$ cat src/rtl/ch_scan_pkg.sv
// Shared definitions for the channel scan controller.
// Covers the register map offsets, MODE encoding, FSM states and one-hot helpers.
package ch_scan_pkg;

  typedef enum logic [1:0] {
    ST_MANUAL = 2'd0,
    ST_DWELL  = 2'd1,
    ST_SETTLE = 2'd2
  } scan_state_t;

  localparam logic [7:0] OFF_CH_SEL  = 8'd0;
  localparam logic [7:0] OFF_CH_MASK = 8'd1;
  localparam logic [7:0] OFF_MODE    = 8'd2;
  localparam logic [7:0] OFF_DWELL   = 8'd3;
  localparam logic [7:0] OFF_STATUS  = 8'd4;

  localparam logic MODE_MANUAL = 1'b0;
  localparam logic MODE_AUTO   = 1'b1;

  function automatic logic is_onehot16(input logic [15:0] v);
    int unsigned n;
    n = 0;
    for (int unsigned i = 0; i < 16; i++) begin
      if (v[i]) n++;
    end
    return (n == 1);
  endfunction

  function automatic logic [3:0] oh2idx(input logic [15:0] v);
    logic [3:0] idx;
    idx = '0;
    for (int unsigned i = 0; i < 16; i++) begin
      if (v[i]) idx = 4'(i);
    end
    return idx;
  endfunction

endpackage

$ cat src/rtl/ch_next_sel.sv
// Next enabled channel search: the lowest enabled channel above cur_idx,
// otherwise a wrap to the lowest enabled channel when that differs from cur_idx.
module ch_next_sel #(
  parameter int unsigned CH_NUM = 4
) (
  input  logic [CH_NUM-1:0] mask,
  input  logic [3:0]        cur_idx,
  output logic              found,
  output logic              wrap,
  output logic [3:0]        nxt_idx,
  output logic [CH_NUM-1:0] nxt_sel
);

  logic       up_hit;
  logic       lo_hit;
  logic [3:0] up_idx;
  logic [3:0] lo_idx;

  always_comb begin
    up_hit = 1'b0;
    lo_hit = 1'b0;
    up_idx = '0;
    lo_idx = '0;
    for (int unsigned i = 0; i < CH_NUM; i++) begin
      if (mask[i] && !lo_hit) begin
        lo_hit = 1'b1;
        lo_idx = 4'(i);
      end
      if (mask[i] && !up_hit && (i > 32'(cur_idx))) begin
        up_hit = 1'b1;
        up_idx = 4'(i);
      end
    end
  end

  always_comb begin
    found   = 1'b0;
    wrap    = 1'b0;
    nxt_idx = cur_idx;
    nxt_sel = '0;
    if (up_hit) begin
      found   = 1'b1;
      nxt_idx = up_idx;
    end else if (lo_hit && (lo_idx != cur_idx)) begin
      found   = 1'b1;
      wrap    = 1'b1;
      nxt_idx = lo_idx;
    end
    for (int unsigned i = 0; i < CH_NUM; i++) begin
      nxt_sel[i] = found && (4'(i) == nxt_idx);
    end
  end

endmodule

$ cat src/rtl/ch_scan_ctrl.sv
// Channel scan controller: host register window, and a manual/auto scan FSM
// with per-channel dwell and post-switch settle blanking.
module ch_scan_ctrl
  import ch_scan_pkg::*;
#(
  parameter int unsigned CH_NUM     = 4,
  parameter logic [15:0] DWELL_DEF  = 16'd1000,
  parameter int unsigned SETTLE_CYC = 8,
  parameter logic [7:0]  ADDR_BASE  = 8'h10
) (
  input  logic              Clk,
  input  logic              Rst,
  input  logic              m_wr,
  input  logic              m_rd,
  input  logic [7:0]        m_addr,
  input  logic [15:0]       m_wrdata,
  output logic [15:0]       m_rddata,
  output logic [CH_NUM-1:0] ch_sel,
  output logic [3:0]        ch_idx,
  output logic              ch_valid,
  output logic              ch_switch,
  output logic              scan_wrap
);

  localparam logic [7:0]        A_SEL     = ADDR_BASE + OFF_CH_SEL;
  localparam logic [7:0]        A_MASK    = ADDR_BASE + OFF_CH_MASK;
  localparam logic [7:0]        A_MODE    = ADDR_BASE + OFF_MODE;
  localparam logic [7:0]        A_DWELL   = ADDR_BASE + OFF_DWELL;
  localparam logic [7:0]        A_STATUS  = ADDR_BASE + OFF_STATUS;
  localparam logic [7:0]        SETTLE_LD = 8'(SETTLE_CYC);
  localparam logic [CH_NUM-1:0] SEL_RST   = CH_NUM'(1);

  scan_state_t       state_q, state_n;
  logic [CH_NUM-1:0] sel_q, sel_n, mask_q, mask_n;
  logic [3:0]        idx_q, idx_n;
  logic              mode_q, mode_n, err_q, err_n;
  logic [15:0]       dwell_q, dwell_n, cnt_q, cnt_n, rd_q, rd_n;
  logic [7:0]        settle_q, settle_n;
  logic              sw_q, sw_n, wrap_q, wrap_n;

  logic              wr_sel, wr_mask, wr_mode, wr_dwell, wr_status;
  logic [CH_NUM-1:0] sel_wr;
  logic              sel_ok;
  logic [15:0]       dwell_eff;
  logic              change;
  logic [CH_NUM-1:0] target;
  logic [3:0]        target_idx;

  logic              nx_found, nx_wrap;
  logic [3:0]        nx_idx;
  logic [CH_NUM-1:0] nx_sel;

  assign wr_sel    = m_wr && (m_addr == A_SEL);
  assign wr_mask   = m_wr && (m_addr == A_MASK);
  assign wr_mode   = m_wr && (m_addr == A_MODE);
  assign wr_dwell  = m_wr && (m_addr == A_DWELL);
  assign wr_status = m_wr && (m_addr == A_STATUS);
  assign sel_wr    = m_wrdata[CH_NUM-1:0];
  assign sel_ok    = is_onehot16(16'(sel_wr));

  // Decision sees the mask as updated by a same-cycle write.
  ch_next_sel #(.CH_NUM(CH_NUM)) u_next (
    .mask    (mask_n),
    .cur_idx (idx_q),
    .found   (nx_found),
    .wrap    (nx_wrap),
    .nxt_idx (nx_idx),
    .nxt_sel (nx_sel)
  );

  always_ff @(posedge Clk or posedge Rst) begin
    if (Rst) begin
      state_q  <= ST_MANUAL;
      sel_q    <= SEL_RST;
      idx_q    <= '0;
      mask_q   <= '1;
      mode_q   <= MODE_MANUAL;
      dwell_q  <= DWELL_DEF;
      err_q    <= 1'b0;
      cnt_q    <= '0;
      settle_q <= '0;
      sw_q     <= 1'b0;
      wrap_q   <= 1'b0;
      rd_q     <= '0;
    end else begin
      state_q  <= state_n;
      sel_q    <= sel_n;
      idx_q    <= idx_n;
      mask_q   <= mask_n;
      mode_q   <= mode_n;
      dwell_q  <= dwell_n;
      err_q    <= err_n;
      cnt_q    <= cnt_n;
      settle_q <= settle_n;
      sw_q     <= sw_n;
      wrap_q   <= wrap_n;
      rd_q     <= rd_n;
    end
  end

  always_comb begin
    state_n    = state_q;
    sel_n      = sel_q;
    idx_n      = idx_q;
    mask_n     = mask_q;
    mode_n     = mode_q;
    dwell_n    = dwell_q;
    err_n      = err_q;
    cnt_n      = cnt_q;
    settle_n   = settle_q;
    sw_n       = 1'b0;
    wrap_n     = 1'b0;
    change     = 1'b0;
    target     = sel_q;
    target_idx = idx_q;

    if (wr_mask)            mask_n  = m_wrdata[CH_NUM-1:0];
    if (wr_mode)            mode_n  = m_wrdata[0];
    if (wr_dwell)           dwell_n = m_wrdata;
    if (wr_status)          err_n   = 1'b0;
    if (wr_sel && !sel_ok)  err_n   = 1'b1;
    dwell_eff = (dwell_n == '0) ? 16'd1 : dwell_n;

    case (state_q)
      ST_MANUAL: begin
        if (mode_n == MODE_AUTO) begin
          state_n = ST_DWELL;
          cnt_n   = dwell_eff;
        end
      end
      ST_DWELL: begin
        if (mode_n == MODE_MANUAL) begin
          state_n = ST_MANUAL;
        end else if (cnt_q <= 16'd1) begin
          if (nx_found) begin
            change     = 1'b1;
            target     = nx_sel;
            target_idx = nx_idx;
            wrap_n     = nx_wrap;
          end else begin
            cnt_n = dwell_eff;
          end
        end else begin
          cnt_n = cnt_q - 16'd1;
        end
      end
      ST_SETTLE: begin
        if (settle_q <= 8'd1) begin
          state_n = (mode_n == MODE_AUTO) ? ST_DWELL : ST_MANUAL;
          cnt_n   = dwell_eff;
        end else begin
          settle_n = settle_q - 8'd1;
        end
      end
      default: state_n = ST_MANUAL;
    endcase

    // A valid host select replaces any automatic step decided above.
    if (wr_sel && sel_ok) begin
      if (sel_wr != sel_q) begin
        change     = 1'b1;
        target     = sel_wr;
        target_idx = oh2idx(16'(sel_wr));
        wrap_n     = 1'b0;
      end else if ((state_q == ST_DWELL) && (mode_n == MODE_AUTO)) begin
        change  = 1'b0;
        wrap_n  = 1'b0;
        state_n = ST_DWELL;
        cnt_n   = dwell_eff;
      end
    end

    if (change) begin
      sel_n = target;
      idx_n = target_idx;
      sw_n  = 1'b1;
      if (SETTLE_CYC == 0) begin
        state_n = (mode_n == MODE_AUTO) ? ST_DWELL : ST_MANUAL;
        cnt_n   = dwell_eff;
      end else begin
        state_n  = ST_SETTLE;
        settle_n = SETTLE_LD;
      end
    end
  end

  always_comb begin
    rd_n = rd_q;
    if (m_rd) begin
      if (m_addr == A_SEL)         rd_n = 16'(sel_q);
      else if (m_addr == A_MASK)   rd_n = 16'(mask_q);
      else if (m_addr == A_MODE)   rd_n = {15'd0, mode_q};
      else if (m_addr == A_DWELL)  rd_n = dwell_q;
      else if (m_addr == A_STATUS) rd_n = {8'h00, idx_q, 2'b00, ch_valid, err_q};
      else                         rd_n = '0;
    end
  end

  assign ch_valid  = (state_q != ST_SETTLE);
  assign ch_sel    = sel_q;
  assign ch_idx    = idx_q;
  assign ch_switch = sw_q;
  assign scan_wrap = wrap_q;
  assign m_rddata  = rd_q;

endmodule

$ cat config.mk
export PLATFORM = sky130hd
export DESIGN_NAME = ch_scan_ctrl
export DESIGN_NICKNAME = d
export VERILOG_FILES = /design/src/rtl/ch_scan_pkg.sv /design/src/rtl/ch_next_sel.sv /design/src/rtl/ch_scan_ctrl.sv
export SDC_FILE = /design/constraint.sdc
export NUM_CORES = 1
export LEC_CHECK = 0
export CORE_ASPECT_RATIO = 0.6
export CORE_MARGIN = 4
export CORE_UTILIZATION = 50
export DETAILED_ROUTE_END_ITERATION = 16
export GPL_TIMING_DRIVEN = 0
export PLACE_DENSITY = 0.85
export SYNTH_ARGS = -nofsm -noshare
export SYNTH_HDL_FRONTEND = slang
export SYNTH_SLANG_ARGS = --single-unit
$ cat constraint.sdc
create_clock -name Clk -period 2.65 [get_ports Clk]
set_input_delay 0.53 -clock Clk [delete_from_list [all_inputs] [get_ports Clk]]
set_output_delay 0.53 -clock Clk [all_outputs]
set_load 0.02 [all_outputs]
==> results.toml <==
[place]
final_weighted_congestion_in_routability_driven_placement = 1.010
port_buffers = 53
post-place-cells = 797
dp_hpwl_um = 12570

[yosys]
syn_nets = 643
netlist_instances = 608
mean_cell_area_of_the_mapped_netlist_sq_um = 8.437
synth-main-ff-cell = "sky130_fd_sc_hd__dfrtp_1"
synth_area_leaders = "sky130_fd_sc_hd__dfrtp_1 (31%), sky130_fd_sc_hd__dfstp_2 (5.6%), sky130_fd_sc_hd__nor2_1 (4.2%)"
synth_top_area_cell = "sky130_fd_sc_hd__dfrtp_1"
synth_async_sr_flop_share_pct = 100.0
synth.lib_cells_used.distinct = 78
syn_area_sq_um = 5130
number_of_enable_flip_flop_cells_after_synthesis = 0
synth_seq_cells = 74
synth.yosys.seq_area_share_pct = 36.37
synth_largest_type_area_fraction_pct = 30.73
ys_warn_count = 0

[route]
vias = 5645
drc = 0
drt-pass1-iter-count = 8
route.detailed.wl_per_inst_um = 22.95
final_ant_viol_nets = 0
drt_via_density = 6.673
detail_route.wirelength_um = 19410
dr.first_iter.drc_count = 881

[sta]
grt_setup_unrepaired = "yes"
finalSetupViolCount = 24
worst_pin_slew_ns = 0.7876
finalWorstSetupSlack_ns = -0.1740
post-route-min-period_ns = 2.824
max_freq_mhz = 354.1
hold_violations = 0
max-slew-margin-rel_pct = 47.09
fraction_of_the_cycle_the_final_worst_path_needs_pct = 106.6
skew_ns = 0.007954
report.final.slew_viol_count = 0
hold_slack_ns = 0.4120

[floorplan]
die_area_sq_um = 12000
floorplan.core_area_sq_um = 9915
die_h_um = 86.46
initial_core_util_pct = 51.74
design.portCount = 55
std_cell_rows = 28
dieWidth_um = 138.8

[global_routing]
met3_track_utilization_from_global_routing_pct = 9.427
maximum_number_of_pins_on_one_net_before_global_route_repair = 73
gr-usage-all-layers_pct = 31.74
antenna_found_initial = 0
met1_track_utilization_from_global_routing_pct = 43.97
grt_pass1_wl_um = 30220
vias_in_the_first_global_route = 5535
use_met2_pct = 48.44
busiest_layer = "met2"
global_route.overflow_total = 0

[setup_path]
worstSetupPathType = "in2reg"
worst_setup_path_end_kind = "flop"
worst_setup_path_startpoint = "m_wrdata[0]"
r2r_start = "cnt_q[10]$_DFF_PP0_"
worst_r2r_endpoint = "cnt_q[4]$_DFF_PP0_"
path_depth_of_the_worst_reg2reg_path = 10
cp_data_required_time_ns = 2.84
regToRegSetupSlack_ns = -0.06
timing.critical_path.to = "cnt_q[4]$_DFF_PP0_"
timing.critical_path.from_type = "input port"
cp_data_arrival_time_ns = 3.01
maximum_fanout_along_the_worst_path = 5

[status]
violations = "setup timing"
outcome = "complete, but fails checks"

[clocking]
root_buffer = "sky130_fd_sc_hd__clkbuf_16"
cts_htree_levels = 3
clock_latency_ns = 0.34
cts.clk_slew.worst_paths_ns = 0.06
clock-sinks = 74
cts_made_buffers = 9
tritoncts = "built"
ctsLongestPathBuffers = 2

[power]
comb_power_share_pct = 23.8
power.ir.vdd_worst_v = 0.0004257
sw_frac_of_total_pct = 32.25
power_density_nw_per_um2 = 482.9
share_of_total_power_in_sequential_cells_pct = 38.8
leakage_nw = 2.885
internal-power_mw = 2.334
clockPowerShare_pct = 37.4
p_switching_mw = 1.111

[cells_and_area]
synthToLayoutAreaGrowth_pct = 39.07
final_layout_size_suffix_gt1_share_pct = 27.14
finish.net_count = 741
finalNonFillerCells = 846
antenna_cells = 0

[run]
max-cap-violations = 0

[worst_hold_path]
worstHoldPathType = "in2async"
## logic make-up (layout without fill, tap and decap cells)
kind of cell / after synthesis / after routing / share of synthesized area [%]
AO/OA/AOI/OAI: 177 / 178 / 23.59
flip-flops: 74 / 74 / 36.37
XOR/XNOR: 16 / 16 / 2.732
buffers and inverters: 81 / 183 / 6.244
adder cells (fa/ha/maj): 7 / 7 / 1.707
AND/OR/NAND/NOR: 221 / 221 / 22.76
multiplexers: 32 / 32 / 6.610
## metrics by stage
step                      cell area, sq um  utilization [%]  total power, mW  setup TNS [ns]  setup WS (ns)
after floorplan                       5289                -            1.794          -5.237        -0.3166
after global placement                5988            60.40            1.974         -106.64         -1.261
after detailed placement              6018            60.70            2.006          -44.01         -1.305
after CTS                             6887            69.46            3.357         -0.5208       -0.09017
after global routing                  7134            71.96            3.588          -3.885        -0.2165
final                                 7134            71.96            3.445          -2.068        -0.1740
## area by class of cell
type                            instances  area, sq um
Tap cell                              135        168.9
Fill cell                             748         2780
Buffer                                 36        302.8
Inverter                               40        167.7
Clock inverter                          7        83.83
Timing Repair Buffer                   91        907.1
Multi-Input combinational cell        454         3413
Sequential cell                        74         1866
Clock buffer                            9        225.2
## routing by layer
layer  vias to the layer above  part of all wire [%]  wire length, um
met5                         -                     0                0
met4                         0                   3.0              586
met3                        86                    13             2588
met2                       429                    43             8361
met1                      2698                    41             7877
li1                       2432                     -                -
## cell usage after synthesis (all sizes together), types with 12 or more instances
cell type,n
inv,40
clkbuf,30
o21ai,50
dfrtp,63
nor2,57
nand3,21
o22ai,12
mux2i,17
a21oi,33
mux2,15
nor4,14
nor3,18
a211oi,12
nand2,45
## repair_timing
item / 4_1_cts / 5_1_grt
setup endpoints to repair: 42 / 36
pin swaps: 26 / 32
gates resized for setup: 102 / 64
hold buffers: 0 / 0
endpoints found under the hold margin: 0 / 0
buffers inserted: 22 / 13
gates cloned: 2 / 1
## layout by cell type, fill, tap and decap left out, drive strengths merged, types with 4 or more instances in the layout
master,Yosys,routed
a2111oi,5,5
a211oi,12,12
a21oi,33,34
a221oi,6,6
a22oi,9,9
a31oi,9,9
and2,5,5
and3,5,5
buf,11,55
clkbuf,30,36
clkdlybuf4s50,0,41
dfrtp,63,63
dfstp,11,11
ha,7,7
inv,40,43
mux2,15,15
mux2i,17,17
nand2,45,45
nand2b,9,9
nand3,21,21
nand4,7,7
nor2,57,57
nor2b,8,8
nor3,18,18
nor4,14,14
nor4b,5,5
o211ai,6,6
o21a,4,4
o21ai,50,50
o22ai,12,12
or3,6,6
or4,5,5
xnor2,8,8
xor2,8,8
## power by group through the flow
stage	clock [mW]	combinational (mW)	sequential (mW)
5_1_grt	1.35	0.885	1.35
3_5_place_dp	0	0.670	1.34
2_1_floorplan	0	0.480	1.31
6_report	1.29	0.819	1.34
3_3_place_gp	0	0.643	1.33
4_1_cts	1.29	0.735	1.33
## worst min path at each step
| stage | end | slack, ns | cells past startpoint | from |
|---|---|---|---|---|
| floorplan | m_rddata[12]$_DFFE_PP0P_ | 0.47 | 2 | dwell_q[12]$_DFF_PP0_ |
| global placement | m_rddata[12]$_DFFE_PP0P_ | 0.50 | 2 | dwell_q[12]$_DFF_PP0_ |
| detailed placement | m_rddata[12]$_DFFE_PP0P_ | 0.51 | 2 | dwell_q[12]$_DFF_PP0_ |
| CTS | err_q$_DFFE_PP0P_ | 0.42 | 2 | Rst |
| global route | err_q$_DFFE_PP0P_ | 0.41 | 2 | Rst |
| finish | err_q$_DFFE_PP0P_ | 0.41 | 2 | Rst |
## critical path, cell delays in order
cell and delay, ns:
sky130_fd_sc_hd__buf_6 0.08, sky130_fd_sc_hd__clkbuf_16 0.13, sky130_fd_sc_hd__inv_8 0.04, sky130_fd_sc_hd__ha_4 0.27
sky130_fd_sc_hd__xor2_2 0.17, sky130_fd_sc_hd__ha_4 0.22, sky130_fd_sc_hd__or2_4 0.24, sky130_fd_sc_hd__o32ai_4 0.31
sky130_fd_sc_hd__o21a_4 0.24, sky130_fd_sc_hd__and4_4 0.25, sky130_fd_sc_hd__clkbuf_16 0.15, sky130_fd_sc_hd__nor2_4 0.04
sky130_fd_sc_hd__a32oi_2 0.20, sky130_fd_sc_hd__o221ai_1 0.14
## registers in the layout, indices dropped and copies added (netlist names)
name,count
m_rddata,16
settle_q,8
ch_sel,4
mask_q,4
scan_wrap,1
dwell_q,16
cnt_q,16
ch_switch,1
state_q,2
ch_idx,4
mode_q,1
err_q,1
No activity file was read; power rests on OpenSTA's default activity.
